$ cat src/rtl/mat2x2_mac_engine.sv
// Signed fixed-point 2x2 matrix multiply-accumulate, C = A*B (+ C_prev),
// time-sharing one multiplier across 8 MAC cycles with saturate-or-wrap post-processing.
module mat2x2_mac_engine #(
  parameter int WIDTH    = 32,
  parameter int FRAC     = 16,
  parameter int SATURATE = 1
) (
  input  logic                    input_Clk,
  input  logic                    input_Reset,
  input  logic                    input_Stable,
  input  logic                    input_Accumulate,
  input  logic signed [WIDTH-1:0] input_A11,
  input  logic signed [WIDTH-1:0] input_A12,
  input  logic signed [WIDTH-1:0] input_A21,
  input  logic signed [WIDTH-1:0] input_A22,
  input  logic signed [WIDTH-1:0] input_B11,
  input  logic signed [WIDTH-1:0] input_B12,
  input  logic signed [WIDTH-1:0] input_B21,
  input  logic signed [WIDTH-1:0] input_B22,
  input  logic                    input_C_Ack,
  output logic                    output_AB_Ack,
  output logic                    output_Stable,
  output logic signed [WIDTH-1:0] output_C11,
  output logic signed [WIDTH-1:0] output_C12,
  output logic signed [WIDTH-1:0] output_C21,
  output logic signed [WIDTH-1:0] output_C22,
  output logic                    output_Overflow,
  output logic                    output_Busy
);

  localparam int PW = 2 * WIDTH;
  localparam int AW = 2 * WIDTH + 2;

  typedef enum logic [1:0] {IDLE, MAC, WRITE, DONE} state_t;

  state_t                  state, state_nxt;
  logic [2:0]              cnt;
  logic                    acc_mode;
  logic signed [AW-1:0]    acc;
  logic signed [WIDTH-1:0] a_reg [2][2];
  logic signed [WIDTH-1:0] b_reg [2][2];
  logic signed [WIDTH-1:0] stage [4];
  logic [3:0]              stage_ovf;
  logic signed [WIDTH-1:0] c_out [4];

  logic [1:0]              elem;
  logic                    k;
  logic signed [WIDTH-1:0] op_a, op_b;
  logic signed [PW-1:0]    prod;
  logic signed [AW-1:0]    sum;
  logic [WIDTH:0]          pp;
  logic                    capture;

  // Previous result element, scaled into accumulator alignment.
  function automatic logic signed [AW-1:0] acc_seed(input logic signed [WIDTH-1:0] c);
    logic signed [AW-1:0] ext;
    ext = {{(AW-WIDTH){c[WIDTH-1]}}, c};
    return ext <<< FRAC;
  endfunction

  // Drop FRAC bits (floor), then clamp or wrap; MSB of the result flags out-of-range.
  function automatic logic [WIDTH:0] post_process(input logic signed [AW-1:0] v);
    logic signed [AW-1:0] s, max_v, min_v;
    s     = v >>> FRAC;
    max_v = {{(AW-WIDTH+1){1'b0}}, {(WIDTH-1){1'b1}}};
    min_v = {{(AW-WIDTH+1){1'b1}}, {(WIDTH-1){1'b0}}};
    if (s > max_v)
      return {1'b1, (SATURATE != 0) ? max_v[WIDTH-1:0] : s[WIDTH-1:0]};
    else if (s < min_v)
      return {1'b1, (SATURATE != 0) ? min_v[WIDTH-1:0] : s[WIDTH-1:0]};
    else
      return {1'b0, s[WIDTH-1:0]};
  endfunction

  assign elem    = cnt[2:1];
  assign k       = cnt[0];
  assign op_a    = a_reg[elem[1]][k];
  assign op_b    = b_reg[k][elem[0]];
  assign prod    = op_a * op_b;
  assign sum     = acc + {{(AW-PW){prod[PW-1]}}, prod};
  assign pp      = post_process(sum);
  assign capture = (state == IDLE) && input_Stable;

  always_comb begin
    state_nxt = state;
    case (state)
      IDLE:    if (input_Stable) state_nxt = MAC;
      MAC:     if (cnt == 3'd7) state_nxt = WRITE;
      WRITE:   state_nxt = DONE;
      DONE:    if (input_C_Ack) state_nxt = IDLE;
      default: state_nxt = IDLE;
    endcase
  end

  always_ff @(posedge input_Clk or negedge input_Reset) begin
    if (!input_Reset) begin
      state           <= IDLE;
      cnt             <= 3'd0;
      acc_mode        <= 1'b0;
      acc             <= '0;
      output_AB_Ack   <= 1'b0;
      output_Stable   <= 1'b0;
      output_Overflow <= 1'b0;
      for (int i = 0; i < 4; i++) c_out[i] <= '0;
    end else begin
      state         <= state_nxt;
      output_AB_Ack <= capture;
      if (capture) begin
        cnt      <= 3'd0;
        acc_mode <= input_Accumulate;
        acc      <= input_Accumulate ? acc_seed(c_out[0]) : '0;
      end
      if (state == MAC) begin
        cnt <= cnt + 3'd1;
        // Second product closes the element; reseed for the next one.
        if (k) acc <= acc_mode ? acc_seed(c_out[elem + 2'd1]) : '0;
        else   acc <= sum;
      end
      if (state == WRITE) begin
        for (int i = 0; i < 4; i++) c_out[i] <= stage[i];
        output_Overflow <= |stage_ovf;
        output_Stable   <= 1'b1;
      end
      if (state == DONE && input_C_Ack) output_Stable <= 1'b0;
    end
  end

  // Operand and staging registers carry data only and need no reset.
  always_ff @(posedge input_Clk) begin
    if (capture) begin
      a_reg[0][0] <= input_A11;
      a_reg[0][1] <= input_A12;
      a_reg[1][0] <= input_A21;
      a_reg[1][1] <= input_A22;
      b_reg[0][0] <= input_B11;
      b_reg[0][1] <= input_B12;
      b_reg[1][0] <= input_B21;
      b_reg[1][1] <= input_B22;
    end
    if (state == MAC && k) begin
      stage[elem]     <= pp[WIDTH-1:0];
      stage_ovf[elem] <= pp[WIDTH];
    end
  end

  assign output_C11  = c_out[0];
  assign output_C12  = c_out[1];
  assign output_C21  = c_out[2];
  assign output_C22  = c_out[3];
  assign output_Busy = (state == MAC) || (state == WRITE);

endmodule
$ cat config.mk
export PLATFORM = sky130hd
export DESIGN_NAME = mat2x2_mac_engine
export DESIGN_NICKNAME = d
export VERILOG_FILES = /design/src/rtl/mat2x2_mac_engine.sv
export SDC_FILE = /design/constraint.sdc
export NUM_CORES = 2
export LEC_CHECK = 0
export BUFFER_PORTS_ARGS = -buffer_cell sky130_fd_sc_hd__buf_2
export CAP_MARGIN = 20
export CELL_PAD_IN_SITES_DETAIL_PLACEMENT = 0
export CELL_PAD_IN_SITES_GLOBAL_PLACEMENT = 2
export CORE_UTILIZATION = 42
export DETAILED_ROUTE_END_ITERATION = 12
export PLACE_DENSITY_LB_ADDON = 0.05
export SYNTH_ARGS = -nofsm -noshare
export SYNTH_HDL_FRONTEND = slang
export SYNTH_SLANG_ARGS = --single-unit
$ cat constraint.sdc
create_clock -name input_Clk -period 14.6 [get_ports input_Clk]
set_clock_uncertainty 0.1 [all_clocks]
set_input_delay 0.73 -clock input_Clk [delete_from_list [all_inputs] [get_ports input_Clk]]
set_output_delay 0.73 -clock input_Clk [all_outputs]
set_load 0.005 [all_outputs]
==> qor.csv <==
metric,value,unit
syn_to_final_growth,12.4,%
cap_violations,0,
crit_slowest_cell,o21ai_2,
critPathCaptureType,flip-flop,
crit_type,reg -> reg,
hold_viol,17,
worstMarginPinSlew,1.06,ns
synthTopCellsByArea,"fa_1 (35%), edfxtp_1 (19%), dfrtp_1 (8.2%)",
clk_path_buf_depth,3,
netlist.area_leader.share,35.0,%
slew_headroom,29.6,%
viasPerCell,5.39,
yosys_register_bits,591,
drc_errors,0,
die-area,0.149,mm²
syn_nets,7470,
synth_compound_area_share,6.73,%
cp-start-kind,flip-flop,
rows,140,
failed_checks,hold timing,
finalCritPeriodShare,95.0,%
synthMuxAreaShare,5.80,%
yosysUniqueCellTypes,73,
synth_top_family_by_area,adder cells,
yosys-top-cells-count,"fa_1 (1083), inv_1 (1016), nand2_1 (686)",
wl_met3,16500,µm
cp_common_cell,fa_1,
fillCellCount,13800,
gr-usage-all-layers,30.7,%
cts_root_buffer,clkbuf_16,
critPathArrivalTime,14.21,ns
setup_viol,0,
cts_tree,built,
yosysTopAreaCell,fa_1,
grt-ovfl-total,0,
hpwl,180000,µm
crit_path_max_incr_delay,0.64,ns
drive_above_1_share,15.9,%
nNetsFinal,7873,
synth_ff_type,edfxtp_1,
hold_class,in -> async,
synth_cells,5861,
grt_pass1_vias,47500,
hold_slack,-0.0278,ns
grt_pass1_wl,328000,µm
drt-met1-wl,100000,µm
dieHeight,386,µm
synth_xor_area_share,1.74,%
path_clk_slew,0.06,ns
portBuffers,392,
synthArstFlopShare,34.3,%
dieWidth,386,µm
wl,222000,µm
drt_iter0_drc,3688,
rsz0062_at_grt,no,
drt-pass1-iter-count,8,
clkSinkCount,591,
post-route-min-period,13.87,ns
route.met2.wl,100000,µm
yosys.area_share.simple,10.3,%
core,0.146,mm²
routedWlPerCell,26.9,µm
slew_viol_final,0,
synth_edf_count,388,
syn_area,0.0619,mm²
insertion_delay,0.67,ns
path_max_fanout,32,
yosysMostFrequentCell,fa_1,
antenna_left,0,
seq_area_frac_synth,27.0,%
status,"complete, but fails checks",
cts_buffers,68,
htree_num_levels,3,
io_pins,393,
top_layer,met5,
start_util,42.4,%
required,14.94,ns
grt_antenna_before_repair,18,
syn_avg_cell_area,10.6,µm²
final_util,47.6,%
fmax,72.1,MHz
synth_warnings,0,
synth_fa_ha_area_share,40.4,%
place.gp.congestion,0.935,
vias,44400,
grt_max_degree,143,
## worst max-delay path: cells and delay by family (launching register included)
family,cells,cell delay (ns)
simple gates,12,3.14
fa+ha+maj,10,4.75
buf+inv,9,1.32
mux,2,0.49
flops,1,0.50
compound gates,11,3.24
## logic make-up (layout without fill, tap and decap cells)
kind of cell	Yosys count	after routing
xor gates and xnor gates	123	123
other	0	12
buffers and inverters	1299	1754
DFF	591	591
and+or+nand+nor	1562	1562
adders and majority gates	1348	1348
AOI/OAI and AO/OA	654	654
muxes	284	284
## cells in the final DEF, fill, tap and decap left out, types with 18 or more instances in the layout
master	n
a21o_1	36
nand2_1	686
o22ai_1	31
buf_4	203
clkbuf_16	68
a21oi_1	187
nand2b_1	22
mux2_2	186
nand3_1	29
edfxtp_1	388
nor2b_1	18
inv_1	1015
o21ai_1	35
a222oi_1	31
and2_1	31
buf_2	391
xor2_1	46
ha_1	264
xnor2_1	76
nand4_1	38
fa_1	1083
o21ai_0	100
mux4_2	41
o21ai_2	25
nor3_1	18
o21a_1	68
dfrtp_1	200
clkbuf_1	18
and3_1	18
nor2_1	663
mux2i_1	57
## area by class of cell
| cell class | count | area, µm² | area share [%] |
|---|---|---|---|
| diodes | 12 | 30.0 | 0.0432 |
| clock buffers | 90 | 1820 | 2.62 |
| clock inverters | 32 | 395 | 0.569 |
| inverters | 1019 | 3830 | 5.51 |
| multi-input cells | 3971 | 40400 | 58.2 |
| flip-flops and latches | 591 | 16700 | 24.1 |
| well taps | 1917 | 2400 | 3.45 |
| repair buffers | 613 | 3860 | 5.56 |
## layer usage
metal  vias up  GRT usage, %
li1      19400             -
met1     23300          44.5
met2      1511          47.5
met3       229          6.19
met4        12          6.41
met5         -             0
## per-stage QoR
| stage | cell area (µm²) | TNS, ns | setup WS [ns] | hold slack (ns) | cells |
|---|---|---|---|---|---|
| after floorplan | 61900 | 0 | 1.90 | 0.334 | 5861 |
| after global placement | 67000 | 0 | 0.0685 | 0.355 | 8097 |
| after detailed placement | 67000 | -1.30 | -0.0832 | 0.361 | 8097 |
| after CTS | 69300 | 0 | 0.0329 | 0.0249 | 8219 |
| after global routing | 69500 | 0 | 0.130 | 0.0382 | 8242 |
| final | 69500 | 0 | 0.733 | -0.0278 | 8245 |
## final timing paths
path | from | end | slack [ns] | cells past startpoint
min in group input_Clk | input_B22[4] | b_reg[1][4] | 0.12 | 1
hold reg to reg | stage[0][3] | output_C11[3] | 0.36 | 1
setup reg to reg | cnt[0] | stage[0][5] | 0.73 | 44
setup / recovery | cnt[0] | stage[0][5] | 0.73 | 44
hold / removal | input_Reset | output_C21[6] | -0.03 | 1
max in group asynchronous | input_Reset | output_C11[20] | 12.89 | 2
## what timing repair did
item,4_1_cts,5_1_grt
endpoints found under the setup margin,110,128
hold endpoints to repair,0,0
setup buffers,0,14
pin swaps,0,1
hold buffers,0,0
resized for setup,2,14
Power is not shown: default switching activity piles up to over one toggle a cycle in this logic, so the estimate is an artifact.
